==> config.mk <==
export PLATFORM = sky130hd
export DESIGN_NAME = game_step_scheduler
export DESIGN_NICKNAME = d
export VERILOG_FILES = /design/src/rtl/game_step_scheduler.sv
export SDC_FILE = /design/constraint.sdc
export NUM_CORES = 1
export LEC_CHECK = 0
export CORE_UTILIZATION = 30
export DETAILED_ROUTE_END_ITERATION = 6
export SKIP_LAST_GASP = 1
export SYNTH_ARGS = -nofsm -noshare
export SYNTH_HDL_FRONTEND = slang
export SYNTH_SLANG_ARGS = --single-unit
==> constraint.sdc <==
create_clock -name Clk -period 1.88 [get_ports Clk]
set_clock_uncertainty 0.05 [all_clocks]
set_input_delay 0.188 -clock Clk [delete_from_list [all_inputs] [get_ports Clk]]
set_output_delay 0.188 -clock Clk [all_outputs]
set_load 0.1 [all_outputs]
==> src/rtl/game_step_scheduler.sv <==
// Game step scheduler.
// Runs one game step per accepted game tick as four phases in a fixed order:
// Pac-Man move, ghost move (prescaled by GHOST_DIV), collision check, commit.
// Each phase unit is driven through a level req / done handshake.
//
// Ports:
//   Clk, Reset_n     system clock, asynchronous active-low reset
//   game_tick        single-cycle pulse, one per game step
//   run              1 = running, 0 = paused (a step in flight still completes)
//   *_done           phase unit finished (only sampled while its req is high)
//   *_req            phase request, high for the whole phase
//   busy             a step is in progress
//   step_count       completed steps, wraps
//   overrun          ticks dropped while busy, saturating at 255
//   timeout_err      sticky, some phase hit the TIMEOUT limit
module game_step_scheduler #(
    parameter int GHOST_DIV = 2,
    parameter int TIMEOUT   = 4096,
    parameter int CNT_W     = 16
) (
    input  logic             Clk,
    input  logic             Reset_n,
    input  logic             game_tick,
    input  logic             run,
    input  logic             pac_done,
    input  logic             ghost_done,
    input  logic             coll_done,
    input  logic             commit_done,
    output logic             pac_req,
    output logic             ghost_req,
    output logic             coll_req,
    output logic             commit_req,
    output logic             busy,
    output logic [CNT_W-1:0] step_count,
    output logic [7:0]       overrun,
    output logic             timeout_err
);

    localparam int GD_W = (GHOST_DIV > 1) ? $clog2(GHOST_DIV) : 1;
    localparam int TO_W = $clog2(TIMEOUT + 1);

    typedef enum logic [2:0] {IDLE, PAC, GHOST, COLL, COMMIT} state_t;

    state_t          state, state_nxt;
    logic            pending;
    logic [GD_W-1:0] ghost_div;
    logic [TO_W-1:0] ph_cnt;
    logic            cur_done;
    logic            at_limit;
    logic            phase_end;
    logic            timed_out;
    logic            start;
    logic            ghost_due;

    assign busy      = (state != IDLE);
    // ph_cnt counts cycles spent in the current phase, 0 on the first req cycle,
    // so hitting TIMEOUT-1 means req has been high for exactly TIMEOUT cycles.
    assign at_limit  = (ph_cnt == TO_W'(TIMEOUT - 1));
    assign phase_end = busy && (cur_done || at_limit);
    assign timed_out = busy && at_limit && !cur_done;
    assign start     = (state == IDLE) && run && (game_tick || pending);
    assign ghost_due = (ghost_div == GD_W'(GHOST_DIV - 1));

    always_comb begin
        state_nxt  = state;
        cur_done   = 1'b0;
        pac_req    = 1'b0;
        ghost_req  = 1'b0;
        coll_req   = 1'b0;
        commit_req = 1'b0;
        case (state)
            IDLE: begin
                if (start) state_nxt = PAC;
            end
            PAC: begin
                pac_req  = 1'b1;
                cur_done = pac_done;
                if (phase_end) state_nxt = ghost_due ? GHOST : COLL;
            end
            GHOST: begin
                ghost_req = 1'b1;
                cur_done  = ghost_done;
                if (phase_end) state_nxt = COLL;
            end
            COLL: begin
                coll_req = 1'b1;
                cur_done = coll_done;
                if (phase_end) state_nxt = COMMIT;
            end
            COMMIT: begin
                commit_req = 1'b1;
                cur_done   = commit_done;
                if (phase_end) state_nxt = IDLE;
            end
            default: state_nxt = IDLE;
        endcase
    end

    always_ff @(posedge Clk or negedge Reset_n) begin
        if (!Reset_n) begin
            state <= IDLE;
        end else begin
            state <= state_nxt;
        end
    end

    always_ff @(posedge Clk or negedge Reset_n) begin
        if (!Reset_n) begin
            ph_cnt      <= '0;
            pending     <= 1'b0;
            overrun     <= '0;
            ghost_div   <= '0;
            step_count  <= '0;
            timeout_err <= 1'b0;
        end else begin
            if (!busy || phase_end) ph_cnt <= '0;
            else                    ph_cnt <= ph_cnt + TO_W'(1);

            // A tick arriving with the step start is consumed by that start.
            // While busy, one tick is queued; further ticks are counted as lost.
            if (start) begin
                pending <= 1'b0;
            end else if (busy && game_tick) begin
                if (!pending)              pending <= 1'b1;
                else if (overrun != 8'hFF) overrun <= overrun + 8'd1;
            end

            if (state == COMMIT && phase_end) begin
                step_count <= step_count + CNT_W'(1);
                ghost_div  <= ghost_due ? '0 : ghost_div + GD_W'(1);
            end

            if (timed_out) timeout_err <= 1'b1;
        end
    end

endmodule

==> results of run 1 <==
-- what timing repair did --
item	CTS	global route
endpoints found under the setup margin	4	19
hold buffers	1	0
pin swaps	1	2
cloned	0	0
setup buffers	0	3
hold endpoints to repair	14	0
resized for setup	2	8
-- layer usage --
metal / wire (microns) / GRT usage (%) / up-vias
li1: - / - / 806
met4: 64 / 5.000 / 0
met3: 179 / 3.307 / 5
met2: 1897 / 19.50 / 29
met1: 2031 / 16.36 / 772
met5: 0 / 0 / -
-- synth_stat cells (all sizes together) (4+ instances only) --
master,n
dfrtp,43
nor2,22
nand2,19
xor2,19
xnor2,13
nand3,11
nor3,11
and3,6
nand4,6
a21oi,4
and4,4
mux2,4
-- how the worst max path moves through the flow --
stage          slack [ns]                          to            startpoint  cells past startpoint
3_3_place_gp         0.01   step_count[1]$_DFFE_PN0P_              pac_done                      7
6_report            0.001  step_count[15]$_DFFE_PN0P_   ph_cnt[1]$_DFF_PN0_                      8
2_1_floorplan       -0.57   step_count[7]$_DFFE_PN0P_  state[1]$_DFFE_PN0P_                      7
3_5_place_dp        -0.01  step_count[15]$_DFFE_PN0P_   ph_cnt[0]$_DFF_PN0_                      8
4_1_cts            -0.007  step_count[15]$_DFFE_PN0P_   ph_cnt[9]$_DFF_PN0_                      7
5_1_grt             -0.10  step_count[15]$_DFFE_PN0P_   ph_cnt[1]$_DFF_PN0_                      8
-- cell families (layout without fill, tap and decap cells) --
| group | count (synthesis) | in the layout |
|---|---|---|
| simple gates | 96 | 96 |
| fa+ha+maj | 3 | 3 |
| flops | 43 | 43 |
| xor+xnor | 32 | 32 |
| compound gates | 10 | 10 |
| buf+inv | 5 | 76 |
| mux | 4 | 4 |
-- state kept, by name, summed over array words and instances (netlist names) --
name         count
overrun          8
pending          1
ghost_div        1
ph_cnt          13
state            3
step_count      16
timeout_err      1
-- through the flow --
stage	utilization, %	area, sq um	TNS [ns]	std cells
global placement	40.52	2738	0	332
finish	43.31	2927	0	344
global route	43.31	2927	-0.9043	344
floorplan	-	2118	-14.89	193
CTS	42.37	2863	-0.006667	341
detailed placement	40.52	2738	-0.02439	332
-- final cells by class --
| class | count | share of cell area [%] |
|---|---|---|
| inverters | 2 | 0.2565 |
| multi-input cells | 145 | 35.74 |
| flip-flops and latches | 43 | 37.02 |
| clock buffers | 7 | 3.292 |
| clock inverters | 1 | 0.2565 |
| well taps | 80 | 3.420 |
| repair buffers | 66 | 20.01 |
-- critical path: stages (launching register included) --
cell	delay, ns
sky130_fd_sc_hd__dfrtp_1	0.36
sky130_fd_sc_hd__ha_2	0.18
sky130_fd_sc_hd__nand4_1	0.13
sky130_fd_sc_hd__nor4_4	0.34
sky130_fd_sc_hd__buf_4	0.18
sky130_fd_sc_hd__nor3_4	0.05
sky130_fd_sc_hd__buf_4	0.15
sky130_fd_sc_hd__nor4b_4	0.21
sky130_fd_sc_hd__xor2_1	0.16
-- report_power, final --
part	internal, mW	switching, mW	leakage [nW]
registers	1.10	0.207	0.571
logic	0.865	1.54	0.807
clock network	0.334	0.305	0.0505
total	2.30	2.05	1.43
==> summary.txt, run 1 <==
Critical path
  – Worst-path maximum fanout: 5
  – Startpoint kind of the worst setup timing path: flop
  – FF-to-FF End: step_count[15]$_DFFE_PN0P_
  – Slack of the worst reg-to-reg path: 0.001 ns
  – Path depth of the worst reg2reg path: 8
  – Origin of the critical flop-to-flop path: ph_cnt[1]$_DFF_PN0_
  – Crit path capture type: flop
  – Crit path kind: reg2reg
  – Data arrival time of the worst path: 2.04 ns
  – Data required time at the worst endpoint: 2.05 ns

Final layout
  – Share of layout cells above drive strength 1: a little over a third
  – Area added between synthesis and finish: 40.40%
  – Total Nets Final: 274
  – Footprint of the flip-flops and latches: 0.001084 sq mm
  – Number of diodes added for antenna fixing: 0
  – Multi-input gate area: 0.001046 sq mm
  – Filler Cell Count: 635
  – Commonest cells after routing, fill and taps aside: 52 x sky130_fd_sc_hd__buf_4, 37 x sky130_fd_sc_hd__dfrtp_1, 19 x sky130_fd_sc_hd__nor2_1, 19 x sky130_fd_sc_hd__xor2_1, 18 x sky130_fd_sc_hd__nand2_1
  – Leading cell type in the layout, fill and taps excluded: sky130_fd_sc_hd__buf_4

Flow run
  – Number of max-capacitance violations reported: 0

Clock tree
  – Maximum number of buffers from clock root to sink: 2
  – Clock-pin slew reported for the worst setup and hold paths after clock tree synthesis: 0.09 ns
  – Number of buffers created by CTS: 5
  – Later-pin clock latency in the skew report: 0.29 ns
  – Root buffer cell: sky130_fd_sc_hd__clkbuf_8
  – Clk sinks: between 40 and 50
  – H-tree level count: 2
  – CTS tree: built

Route
  – Number of iterations in the first detailed-routing pass: 4
  – Antenna-violating nets left: 0
  – Via count normalized by instance count: 4.686
  – Routed wire length per instance: around 12 microns
  – DR vias: around 1.6k
  – Remaining DRCs: 0
  – First-iteration detailed-routing DRC count: 52
  – Detailed-route wire length: 4173 microns

Floorplan
  – Num rows: 30
  – Chip Width: 85.36 microns
  – Std-Cell Core Area: roughly 0.0068 sq mm
  – Area of the die: between 0.007 and 0.008 sq mm
  – Height of the die: between 80 and 90 microns
  – I/O pin total: 38
  – Initial Util: 30.85%

Place
  – Hpwl dp: around 3100 microns
  – Placer's final routability congestion estimate: roughly 0.70
  – Post-Place Setup Slack: -0.01120 ns
  – Total of buffers placed on input and output ports: 37

Power and ir drop
  – Maximum ir drop on the vdd rail: 696.3 uV
  – P per Cell Area: 1486 mW/mm^2
  – Leakage power total: 1.428 nW
  – Power, Total: 4.349 mW

GRT
  – Gr ovfl total: 0
  – Wire length of the first global-routing pass: 7148 microns
  – Vias in the first global route: about 1.6k
  – Pin count of the biggest net entering global routing: 17
  – Tot GR Track Use: 12.42%
  – Initial antenna violation count: 0

Logic synthesis
  – Post-synth top flop: sky130_fd_sc_hd__dfrtp_1
  – Post-synthesis share of cell area spent on xor and xnor gates: a little over an eighth
  – Post-synthesis sequential area ratio: between 50 and 60%
  – Post-synthesis compound-gate area fraction: under 10%
  – Library cell with the largest summed area after synthesis: sky130_fd_sc_hd__dfrtp_1
  – Post-Syn Nets: 204
  – Syn Inst Count: 193
  – Seq cells post-synth: 43
  – Avg Cell Area, Syn: around 11 sq um
  – Multiplexer fraction of the synthesized cell area: between 2 and 2.5%
  – Number of synthesized flops with an enable pin: 0
  – Dominant combinational cell family by area after synthesis: simple AND/OR/NAND/NOR gates
  – Post-Synth Adder-Cell Area: 1.801%
  – Total of warnings raised by yosys: 0
  – Post-synth cell types: 35
  – Area share of the largest cell type after synthesis: approximately 52%
  – Post-Synth Simple-Gate Area: 25.45%
  – Cell area after synthesis: 0.002084 sq mm
  – Proportion of register bits with asynchronous set or reset after synthesis: 100.0%
  – Synth top area cells: sky130_fd_sc_hd__dfrtp_1 52%, sky130_fd_sc_hd__xor2_1 8.0%, sky130_fd_sc_hd__xnor2_1 5.5%, sky130_fd_sc_hd__nor2_1 4.0%, sky130_fd_sc_hd__nand2_1 3.2%

STA
  – Period utilisation layout: 99.93%
  – Final count of hold timing violations: 0
  – Least setup slack across all paths after layout: 0.001247 ns
  – Max-slew headroom at the worst pin: between 70% and 80%
  – Final setup vio count: 0
  – Final critical delay including setup and external delays: 1.879 ns
  – Slew of the pin with the lowest slew margin: 0.3790 ns
  – Unrepaired setup endpoints after global routing: yes
  – Max Clock Freq: 532.3 MHz
  – Final-report max-slew violation count: 0
  – Min Hold Slack: just under 0.3 ns

Outcome
  – Status: finished, final reports clean

Hold path
  – Worst min-delay path category: in2async
(Power assumes the default switching activity.)
==> inputs of run 2 (changes only) <==
- ABC_AREA: default -> 1
- CTS_CLUSTER_DIAMETER: default -> 40
==> run 2 against run 1 <==
  * Clock-buffer cell count stayed put
  * Hold slack better by 0.098 ns
  * Clock power is 11% higher
  * Utilization is 2.8 points lower
  * First-iteration DRC count is 92% higher
  * Sequential share of layout area is 2.3 points lower
  * Via count is 28% higher
  * Register-to-register slack better by 0.20 ns
  * Combinational power is 4% lower
  * Die area is 17% higher
==> summary.txt, run 2 <==
Critical path
  – Cell chain of the critical path: nor2_2 -> inv_1 -> nor2_4 -> clkinvlp_4 -> buf_12
  – Crit path capture type: output port
  – Data required time at the worst endpoint: 1.64 ns
  – Critical Path Max Stage Delay: roughly 0.47 ns
  – Path depth of the worst reg2reg path: 8
  – Data arrival time of the worst path: 1.56 ns
  – Cell type of the slowest stage on the worst timing path: sky130_fd_sc_hd__dfrtp_2
  – Crit path kind: reg2out
  – Worst-path maximum fanout: 6
  – Startpoint kind of the worst setup timing path: flop

Place
  – Hpwl dp: 3795 microns
  – Total of buffers placed on input and output ports: 37
  – Placement Cell Area: 0.003040 sq mm
  – Placer's final routability congestion estimate: 0.8542
  – Cell total after placement: 443
  – Post-Place Setup Slack: around 0.17 ns

STA
  – Max Clock Freq: about 560 MHz
  – Final count of hold timing violations: 0
  – Final critical delay including setup and external delays: 1.797 ns
  – Least setup slack across all paths after layout: 0.08278 ns
  – Final setup vio count: 0
  – Min Hold Slack: 0.3871 ns
  – Slew of the pin with the lowest slew margin: 0.6182 ns
  – Post-Route Setup TNS: 0 ns
  – Max-slew headroom at the worst pin: 58.78%
  – Period utilisation layout: between 90% and 100%
  – Unrepaired setup endpoints after global routing: no
  – Final-report max-slew violation count: 0

Power and ir drop
  – Leakage power total: 1.429 nW
  – P per Cell Area: 1367 mW/mm^2
  – Maximum ir drop on the vdd rail: 1051 uV
  – Power, Total: between 4 and 5 mW

Logic synthesis
  – Cell area after synthesis: about 0.0024 sq mm
  – Number of synthesized flops with an enable pin: 0
  – Seq cells post-synth: 43
  – Most frequent cells after synthesis: 79 x sky130_fd_sc_hd__nand2_1, 43 x sky130_fd_sc_hd__dfrtp_1, 35 x sky130_fd_sc_hd__nor2_1
  – Post-synth cell types: 30
  – Area share of the largest cell type after synthesis: 43.92%
  – Syn Inst Count: 303
  – Avg Cell Area, Syn: 8.085 sq um
  – Post-Syn Nets: 314
  – Most used standard cell by instance count after synthesis: sky130_fd_sc_hd__nand2_1
  – Post-synthesis sequential area ratio: 43.92%
  – Proportion of register bits with asynchronous set or reset after synthesis: 100.0%
  – Library cell with the largest summed area after synthesis: sky130_fd_sc_hd__dfrtp_1
  – Synth top area cells: sky130_fd_sc_hd__dfrtp_1 44%, sky130_fd_sc_hd__nand2_1 12%, sky130_fd_sc_hd__nand3_1 6.3%, sky130_fd_sc_hd__nor2_1 5.4%, sky130_fd_sc_hd__xor2_1 4.6%
  – Post-synth top flop: sky130_fd_sc_hd__dfrtp_1
  – Total of warnings raised by yosys: 0

Clock tree
  – Later-pin clock latency in the skew report: roughly 0.3 ns
  – Clk sinks: 43
  – H-tree level count: 2
  – Maximum number of buffers from clock root to sink: 2
  – Root buffer cell: sky130_fd_sc_hd__clkbuf_8
  – Clock-pin slew reported for the worst setup and hold paths after clock tree synthesis: 0.09 ns
  – Number of buffers created by CTS: 5
  – CTS tree: built
  – Number of setup buffers added after CTS: 0

Final layout
  – Total Nets Final: 360
  – Area added between synthesis and finish: 29.16%
  – Filler Cell Count: 808
  – Non-filler instance count after layout: 452
  – Post-layout utilization of the core: ~41%
  – Largest registers ranked by flip-flop count: step_count x16, ph_cnt x13, overrun x8
  – Leading cell type in the layout, fill and taps excluded: sky130_fd_sc_hd__nand2_1
  – Flip-flop count of the largest register after layout: 16
  – Number of diodes added for antenna fixing: 0
  – Commonest cells after routing, fill and taps aside: 79 x sky130_fd_sc_hd__nand2_1, 33 x sky130_fd_sc_hd__nor2_1, 31 x sky130_fd_sc_hd__nand3_1, 28 x sky130_fd_sc_hd__dfrtp_1, 27 x sky130_fd_sc_hd__buf_4
  – Final instance area: approximately 0.0032 sq mm
  – Share of layout cells above drive strength 1: 26.00%
  – Register with the highest flop count: step_count

GRT
  – Gr ovfl total: 0
  – Pin count of the biggest net entering global routing: 28
  – Wire length of the first global-routing pass: 9004 microns
  – Initial antenna violation count: 0
  – Tot GR Track Use: 13.21%
  – Vias in the first global route: 1,900

Floorplan
  – Chip Width: about 92 microns
  – Height of the die: roughly 92 microns
  – Std-Cell Core Area: ~0.0078 sq mm
  – Initial Util: 31.38%
  – I/O pin total: 38
  – Num rows: 32
  – Area of the die: approximately 0.0085 sq mm

Outcome
  – Status: finished, final reports clean

Route
  – Length of routed met3 wiring: around 170 microns
  – Remaining DRCs: 0
  – Highest metal layer with signal wires: met4
  – DR vias: 2,060
  – First-iteration detailed-routing DRC count: 100
  – Via count normalized by instance count: approximately 4.6
  – Detailed-route wire length: 5038 microns
  – Routed wire length per instance: about 11 microns
  – Met2 Routed Length: about 2300 microns
  – Antenna-violating nets left: 0
  – Number of iterations in the first detailed-routing pass: 4
  – Met1 wire length: 2519 microns

Flow run
  – Number of max-capacitance violations reported: 0

Hold path
  – Worst min-delay path category: in2async
==> run 2: cell count changes in the layout (fill, tap and decap cells not counted), moves of 9 or more <==
| cell | before | now |
|---|---|---|
| sky130_fd_sc_hd__nand3_1 | 11 | 31 |
| sky130_fd_sc_hd__buf_4 | 52 | 27 |
| sky130_fd_sc_hd__nor2_1 | 19 | 33 |
| sky130_fd_sc_hd__dfrtp_1 | 37 | 28 |
| sky130_fd_sc_hd__inv_1 | 2 | 23 |
| sky130_fd_sc_hd__nand2_1 | 18 | 79 |
| sky130_fd_sc_hd__nand2_2 | 1 | 10 |
==> run 2: path summary, 6_finish.rpt <==
| path | endpoint | slack [ns] | from |
|---|---|---|---|
| worst max-delay path | busy | 0.08 | state[1]$_DFFE_PN0P_ |
| worst min register to register | ghost_div$_DFFE_PN0P_ | 0.43 | ghost_div$_DFFE_PN0P_ |
| worst min-delay path | timeout_err$_DFFE_PN0P_ | 0.39 | Reset_n |
| worst max register to register | step_count[5]$_DFFE_PN0P_ | 0.20 | ph_cnt[0]$_DFF_PN0_ |
| min in group Clk | ghost_div$_DFFE_PN0P_ | 0.43 | ghost_div$_DFFE_PN0P_ |
| max in group asynchronous | ph_cnt[7]$_DFF_PN0_ | 0.81 | Reset_n |
==> run 2: logic make-up after synthesis <==
kind of cell               count (synthesis)  synth area share, %
xor gates and xnor gates                  24                8.580
and+or+nand+nor                          186                35.80
AOI/OAI and AO/OA                         16                3.984
DFF                                       43                43.92
adders and majority gates                  3                1.532
buffers and inverters                     31                6.180
==> run 2: worst max-delay path: cells and delay by family (launching register included) <==
kind | cells | cell delay (ns)
buffers and inverters | 3 | 0.47
flip-flops | 1 | 0.47
AND/OR/NAND/NOR | 2 | 0.33
==> run 2: layer usage <==
| metal | vias up | global-route usage (%) |
|---|---|---|
| met5 | - | 0 |
| met4 | 0 | 4.688 |
| met3 | 5 | 2.381 |
| met2 | 39 | 20.62 |
| met1 | 957 | 18.30 |
| li1 | 1059 | - |
==> run 2: area by class of cell <==
class	instances	area [sq um]	area share, %
inverter	26	101.3	3.203
timing repair buffer	44	457.9	14.47
clock inverter	1	30.03	0.9490
clock buffer	7	76.32	2.412
sequential	43	1100	34.76
multi-input combinational	229	1271	40.17
tap	102	127.6	4.033
==> run 2: power breakdown <==
part           leakage [nW]  total [mW]  switching [mW]  internal [mW]
sequential            0.559        1.31           0.198           1.11
combinational         0.817        2.31            1.67          0.635
clock                0.0524       0.710           0.312          0.398
==> run 2: timing repair <==
item	in CTS	in global routing
gates cloned	0	0
hold buffers	1	0
resized for setup	1	2
endpoints found under the setup margin	1	3
hold endpoints to repair	25	0
==> inputs of run 3 (changes only) <==
- ABC_AREA: 1 -> default
==> results of run 3 <==
Same layout as run 1: the final DEF is identical, and so are final timing and power.
